`config.mk`:
```
export PLATFORM = sky130hd
export DESIGN_NAME = midi_voice_ctrl
export DESIGN_NICKNAME = d
export VERILOG_FILES = /design/src/rtl/synth_pkg.sv /design/src/rtl/midi_note_rom.sv /design/src/rtl/midi_voice_ctrl.sv
export SDC_FILE = /design/constraint.sdc
export NUM_CORES = 1
export LEC_CHECK = 0
export ABC_AREA = 1
export CORE_UTILIZATION = 52
export DETAILED_ROUTE_END_ITERATION = 6
export PLACE_DENSITY_LB_ADDON = 0.15
export SLEW_MARGIN = 20
export SYNTH_ARGS = -nofsm -noshare
export SYNTH_HDL_FRONTEND = slang
export SYNTH_HIERARCHICAL = 1
export SYNTH_SLANG_ARGS = --single-unit
```
`constraint.sdc`:
```
create_clock -name Clk -period 2 [get_ports Clk]
set_clock_uncertainty 0.15 [all_clocks]
set_input_delay 0.2 -clock Clk [delete_from_list [all_inputs] [get_ports Clk]]
set_output_delay 0.2 -clock Clk [all_outputs]
set_load 0.05 [all_outputs]
```
`src/rtl/synth_pkg.sv`:
```
// ============================================================================
// Module : synth_pkg
// Shared synthesiser constants, MIDI status codes and parser state encoding.
// Rev    : 1.0  initial release
// ============================================================================
`default_nettype none

package synth_pkg;

  localparam int PHASE_BITS  = 24;
  localparam int SAMPLE_RATE = 48000;

  localparam logic [7:0] MIDI_NOTE_OFF = 8'h80;
  localparam logic [7:0] MIDI_NOTE_ON  = 8'h90;
  localparam logic [7:0] MIDI_RT_MIN   = 8'hF8;

  typedef enum logic [2:0] {
    ST_IDLE    = 3'd0,
    ST_WAIT_D1 = 3'd1,
    ST_WAIT_D2 = 3'd2,
    ST_LOOKUP  = 3'd3,
    ST_EXEC    = 3'd4
  } parse_state_e;

  // System real-time bytes may interleave anywhere without disturbing parsing.
  function automatic logic is_realtime(input logic [7:0] b);
    return (b >= MIDI_RT_MIN);
  endfunction

endpackage

`default_nettype wire

```
`src/rtl/midi_note_rom.sv`:
```
// ============================================================================
// Module : midi_note_rom
// 128 x 24 synchronous-read table of NCO phase increments, indexed by note.
// Rev    : 1.0  initial release
// ============================================================================
`default_nettype none

module midi_note_rom
  import synth_pkg::*;
(
  input  logic                  Clk,
  input  logic                  Reset,
  input  logic [6:0]            addr_i,
  output logic [PHASE_BITS-1:0] data_o
);

  logic [PHASE_BITS-1:0] rom_w [128];
  logic [PHASE_BITS-1:0] data_q;

  // Contents are elaboration-time constants: equal-tempered pitch, A4 = 440 Hz.
  for (genvar i = 0; i < 128; i++) begin : g_rom
    localparam real c_freq = 440.0 * (2.0 ** (real'(i - 69) / 12.0));
    localparam logic [31:0] c_inc =
      $rtoi(c_freq * real'(32'd1 << PHASE_BITS) / real'(SAMPLE_RATE) + 0.5);
    assign rom_w[i] = c_inc[PHASE_BITS-1:0];
  end

  always_ff @(posedge Clk or negedge Reset) begin
    if (!Reset) begin
      data_q <= '0;
    end else begin
      data_q <= rom_w[addr_i];
    end
  end

  assign data_o = data_q;

endmodule

`default_nettype wire

```
`src/rtl/midi_voice_ctrl.sv`:
```
// ============================================================================
// Module : midi_voice_ctrl
// Monophonic MIDI note-on/off parser driving one NCO voice (last-note priority).
// Option : define MIDI_VELOCITY_EN to scale A_out by note-on velocity.
// Rev    : 1.0  initial release
// ============================================================================
`default_nettype none

module midi_voice_ctrl
  import synth_pkg::*;
#(
  parameter int CHANNEL = 0
) (
  input  logic                  Clk,
  input  logic                  Reset,
  input  logic [7:0]            midi_byte,
  input  logic                  midi_valid,
  output logic                  midi_ready,
  output logic [PHASE_BITS-1:0] F_out,
  output logic [15:0]           A_out,
  output logic                  key_on,
  output logic                  loadF,
  output logic                  loadA,
  output logic [6:0]            note_out
);

  localparam logic [3:0] CH = CHANNEL[3:0];

  parse_state_e          state_q, state_d;
  logic                  rs_valid_q, rs_valid_d;
  logic                  rs_on_q, rs_on_d;
  logic [6:0]            note_q, note_d;
  logic [6:0]            vel_q, vel_d;
  logic                  en_q;
  logic [PHASE_BITS-1:0] f_q, f_d;
  logic [15:0]           a_q, a_d;
  logic                  key_q, key_d;
  logic                  loadf_q, loadf_d;
  logic                  loada_q, loada_d;
  logic [6:0]            nout_q, nout_d;

  logic [PHASE_BITS-1:0] rom_data_w;
  logic [15:0]           amp_w;
  logic                  accept_w;
  logic                  voice_status_w;

  midi_note_rom u_rom (
    .Clk    (Clk),
    .Reset  (Reset),
    .addr_i (note_q),
    .data_o (rom_data_w)
  );

`ifdef MIDI_VELOCITY_EN
  assign amp_w = {1'b0, vel_q, 8'h00};
`else
  assign amp_w = 16'h7FFF;
`endif

  assign midi_ready     = en_q && (state_q != ST_LOOKUP) && (state_q != ST_EXEC);
  assign accept_w       = midi_valid && midi_ready;
  assign voice_status_w = ((midi_byte[7:4] == MIDI_NOTE_ON[7:4]) ||
                           (midi_byte[7:4] == MIDI_NOTE_OFF[7:4])) &&
                          (midi_byte[3:0] == CH);

  always_comb begin
    state_d    = state_q;
    rs_valid_d = rs_valid_q;
    rs_on_d    = rs_on_q;
    note_d     = note_q;
    vel_d      = vel_q;
    f_d        = f_q;
    a_d        = a_q;
    key_d      = key_q;
    nout_d     = nout_q;
    loadf_d    = 1'b0;
    loada_d    = 1'b0;

    case (state_q)
      ST_LOOKUP: state_d = ST_EXEC;
      ST_EXEC: begin
        state_d = ST_IDLE;
        if (rs_on_q && (vel_q != 7'd0)) begin
          f_d     = rom_data_w;
          a_d     = amp_w;
          nout_d  = note_q;
          key_d   = 1'b1;
          loadf_d = 1'b1;
          loada_d = 1'b1;
        end else if ((note_q == nout_q) && key_q) begin
          key_d = 1'b0;
        end
      end
      default: begin
        if (accept_w) begin
          if (midi_byte[7]) begin
            if (is_realtime(midi_byte)) begin
              state_d = state_q;
            end else if (voice_status_w) begin
              rs_valid_d = 1'b1;
              rs_on_d    = midi_byte[4];
              state_d    = ST_WAIT_D1;
            end else begin
              rs_valid_d = 1'b0;
              state_d    = ST_IDLE;
            end
          end else begin
            case (state_q)
              ST_IDLE: begin
                if (rs_valid_q) begin
                  note_d  = midi_byte[6:0];
                  state_d = ST_WAIT_D2;
                end
              end
              ST_WAIT_D1: begin
                note_d  = midi_byte[6:0];
                state_d = ST_WAIT_D2;
              end
              ST_WAIT_D2: begin
                vel_d   = midi_byte[6:0];
                state_d = ST_LOOKUP;
              end
              default: state_d = ST_IDLE;
            endcase
          end
        end
      end
    endcase
  end

  always_ff @(posedge Clk or negedge Reset) begin
    if (!Reset) begin
      state_q    <= ST_IDLE;
      rs_valid_q <= 1'b0;
      rs_on_q    <= 1'b0;
      note_q     <= '0;
      vel_q      <= '0;
      en_q       <= 1'b0;
      f_q        <= '0;
      a_q        <= '0;
      key_q      <= 1'b0;
      loadf_q    <= 1'b0;
      loada_q    <= 1'b0;
      nout_q     <= '0;
    end else begin
      state_q    <= state_d;
      rs_valid_q <= rs_valid_d;
      rs_on_q    <= rs_on_d;
      note_q     <= note_d;
      vel_q      <= vel_d;
      en_q       <= 1'b1;
      f_q        <= f_d;
      a_q        <= a_d;
      key_q      <= key_d;
      loadf_q    <= loadf_d;
      loada_q    <= loada_d;
      nout_q     <= nout_d;
    end
  end

  assign F_out    = f_q;
  assign A_out    = a_q;
  assign key_on   = key_q;
  assign loadF    = loadf_q;
  assign loadA    = loada_q;
  assign note_out = nout_q;

endmodule

`default_nettype wire

```
==> impl_results.md <==
- IO Pins: 62
- Number of synthesized flops with an enable pin: 0
- Met2 Resource Use GR: 0.597
- Setup total negative slack: 0 ns
- Max-Cap Viols: 0
- Slew Limit Fails: 0
- Clock tree from TritonCTS: built
- Layout cells sized above 1: 0.174
- Post-DR wirelength/cell: 18.9 µm
- Worst Hold Class: input pin to asynchronous set/reset pin
- Syn_nets: 916
- CP Launch Point: note_q[1]
- Synthesized-area fraction occupied by adder cells: 0.0218
- Global-route track usage on met1: 0.526
- DR vias: 6539
- Area of the multi-input gates: 0.00336 mm²
- Diode count: 0
- Largest net degree at the start of global routing: 67
- Die W: 107 µm
- Core area: 0.0105 mm²
- # port buffers: 60
- Synth top area share: 0.336
- Overall power: 12.2 mW
- Synthesized cell area: 0.00573 mm²
- Fin. Hold Viols: 0
- Die Ht: 107 µm
- Proportion of power drawn by flip-flops and latches: 0.189
- CP peak stage delay: 0.43 ns
- Syn avg cell area: 6.40 µm²
- Placement Setup Slack: -0.0135 ns
- Sw power: 6.61 mW
- Post-synth ARST share: 1.00
- Fillcell total: 911
- Detail Placement HPWL: 15.1 mm
- Min Tclk post-route: 1.98 ns
- CTS Root Buffer Type: clkbuf_8
- Initial antenna violation count: 0
- Layer with the highest usage: met2
- Post-synthesis mux area share: 0
- Total Routing Usage GR: 0.385
- Area growth syn-to-layout: 23.2%
- Worst Setup EP: u_rom/data_o[0]
- Leakage power: 3.84 nW
- R2r startpoint: note_q[1]
- Starting DRT DRC Count: 773
- Ranking of synthesized cells by area: dfrtp_1 (34%), nand2_1 (26%), nand3_1 (13%)
- Sequential element share of the synthesized area: 0.336
- Syn. warnings: 6
- Worst-case clock buffer depth: 2
- Simple-gate share of the synthesized area: 0.455
- Top post-synthesis cells by count: nand2_1 (399), nand3_1 (145), dfrtp_1 (77), inv_1 (47), nor2_1 (38)
- NumNets Final: 991
- Most common cell in the netlist: nand2_1
- Comb pwr share: 0.709
- Reg2Reg Setup Slack: 0.02 ns
- Outcome: completed
- Routed WL: 21.0 mm
- Largest family of logic cells by synthesized area: simple AND/OR/NAND/NOR gates
- Drc violations: 0
- Rows: 37
- Final worst-path setup slack: 0.0226 ns
- Final period utilization: 0.989
- First-pass GRT wire length: 33.3 mm
- Vias in the first global route: 6133
- Clock sinks: 77
- Most Frequent Cell on Critical Path: nand2_1
- Most used DFF post-synth: dfrtp_1
- Post-synthesis compound-gate area fraction: 0.0716
- Htree depth: 3
- R2r endpoint: u_rom/data_o[0]
- M3 GR Usage: 0.0584
- Die area: 0.0114 mm²
- Slew HR: 0.596
- Remaining global-route overflow: 0
- FF+latch area: 0.00193 mm²
- Global placer's final weighted congestion: 1.02
- Placed Instances: 1092
- Crit start category: flop
- CTS clock-pin slew for the worst setup and hold paths: 0.09 ns
- Crit path capture type: flop
- Cts bufs inserted: 9
- CP max-delay cell: dfrtp_2
- RSZ-0062 raised after global routing: true
- DR pass1 iterations: 5
- Syn Inst Count: 895
- Vias per cell: 5.89
- Post-synth top area cell: dfrtp_1
- Post-Synth XOR/XNOR Area: 0.0107
- Sw Share: 0.543
- Final antenna-violating net count: 0
- Clock Latency Late Sink: 0.37 ns
- Reg2Reg Depth: 10
- Clock share of power: 0.101
- Crit-path max FO: 8
- Maximum vdd drop: 1.09 mV
- Final Setup Violations: 0
- Worst Path Arrival: 2.06 ns
- Worst Tran Pin Value: 0.606 ns
- Worst EP required: 2.09 ns
- Initial core utilization: 0.545
- Synth unique cells: 34
- Crit path cell chain: buf_4 -> ha_1 -> nand2_2 -> nand2_1 -> nand2_1 -> nand2_1 -> a21oi_1 -> nand2_1 -> nand2_1 -> nand2_1
- Yosys reg bits: 77
- Setup CP Type: flop to flop
- Power per cell area: 1720 mW/mm²
- Fmax: 506 MHz
- Int Power: 5.56 mW
- Core Util, Final: 0.672
- Post-Layout Cell Count: 1111
-- cell families (layout without fill, tap and decap cells) --
logic type                 after synthesis  after routing
xor gates and xnor gates                 7              7
AOI/OAI and AO/OA                       67             67
and+or+nand+nor                        615            615
adders and majority gates               10             10
other                                    3              3
buffers and inverters                  116            196
DFF                                     77             77
-- timing repair --
item	CTS	global route
endpoints found under the hold margin	45	0
setup endpoints to repair	4	20
resized for setup	1	44
hold buffers	1	0
pin swaps	0	2
buffers inserted	0	2
gates cloned	0	0
-- through the flow --
stage          cell area, µm²  hold slack [ns]
2_1_floorplan            5730           -0.246
3_3_place_gp             6670           0.0776
3_5_place_dp             6670           0.0937
4_1_cts                  6890            0.239
5_1_grt                  7060            0.285
6_report                 7060            0.235
-- critical path: cells and delay by family, from the launching register on --
kind,cells,cell delay (ns)
buffers and inverters,1,0.18
AOI/OAI and AO/OA,1,0.15
DFF,1,0.43
adders and majority gates,1,0.22
and+or+nand+nor,7,0.72
-- registers in the layout, summed over array words and instances, names as in the netlist --
register and cells:
F_out 24, note_q 7, loadA 1, key_on 1
en_q 1, rs_valid_q 1, A_out 1, vel_q 7
note_out 7, state_q 3, rs_on_q 1, u_rom/data_o 23
-- cells in the final DEF (no fill, tap or decap), types with 6 or more instances in the layout --
| master | n |
|---|---|
| nand2_1 | 385 |
| buf_12 | 9 |
| inv_1 | 45 |
| nor2_1 | 37 |
| dfrtp_1 | 73 |
| nand2_4 | 8 |
| nand3_2 | 8 |
| o21ai_2 | 15 |
| nand4_1 | 6 |
| o211ai_1 | 7 |
| nand2_2 | 16 |
| clkbuf_8 | 11 |
| buf_4 | 71 |
| nand3_1 | 142 |
| clkdlybuf4s50_1 | 42 |
| a21oi_1 | 22 |
| o21ai_0 | 16 |
-- layout make-up --
type,instances,area share
repair buffers,126,0.167
multi-input cells,702,0.476
clock inverters,5,0.00815
flip-flops and latches,77,0.274
clock buffers,11,0.0214
well taps,136,0.0241
inverters,54,0.0298
-- worst min path at each step --
stage / start / to / slack (ns)
floorplan: Reset / A_out[0] / -0.25
global placement: Reset / note_out[3] / 0.08
detailed placement: Reset / note_out[3] / 0.09
CTS: Reset / note_q[2] / 0.24
global route: Reset / note_out[2] / 0.29
finish: Reset / note_out[2] / 0.23
-- power by group through the flow --
stage	Sequential [mW]	Clock, mW	Combinational, mW
after floorplan	2.39	0	5.10
after global placement	2.28	0	7.92
after detailed placement	2.30	0	7.98
after CTS	2.27	1.26	8.02
after global routing	2.35	1.33	9.36
final	2.30	1.23	8.64
-- layer usage --
layer,vias up,part of all wire
met5,-,0
met4,0,0.047
met3,73,0.11
met2,428,0.44
met1,3050,0.40
li1,2988,-
No activity file was read; power rests on OpenSTA's default activity.
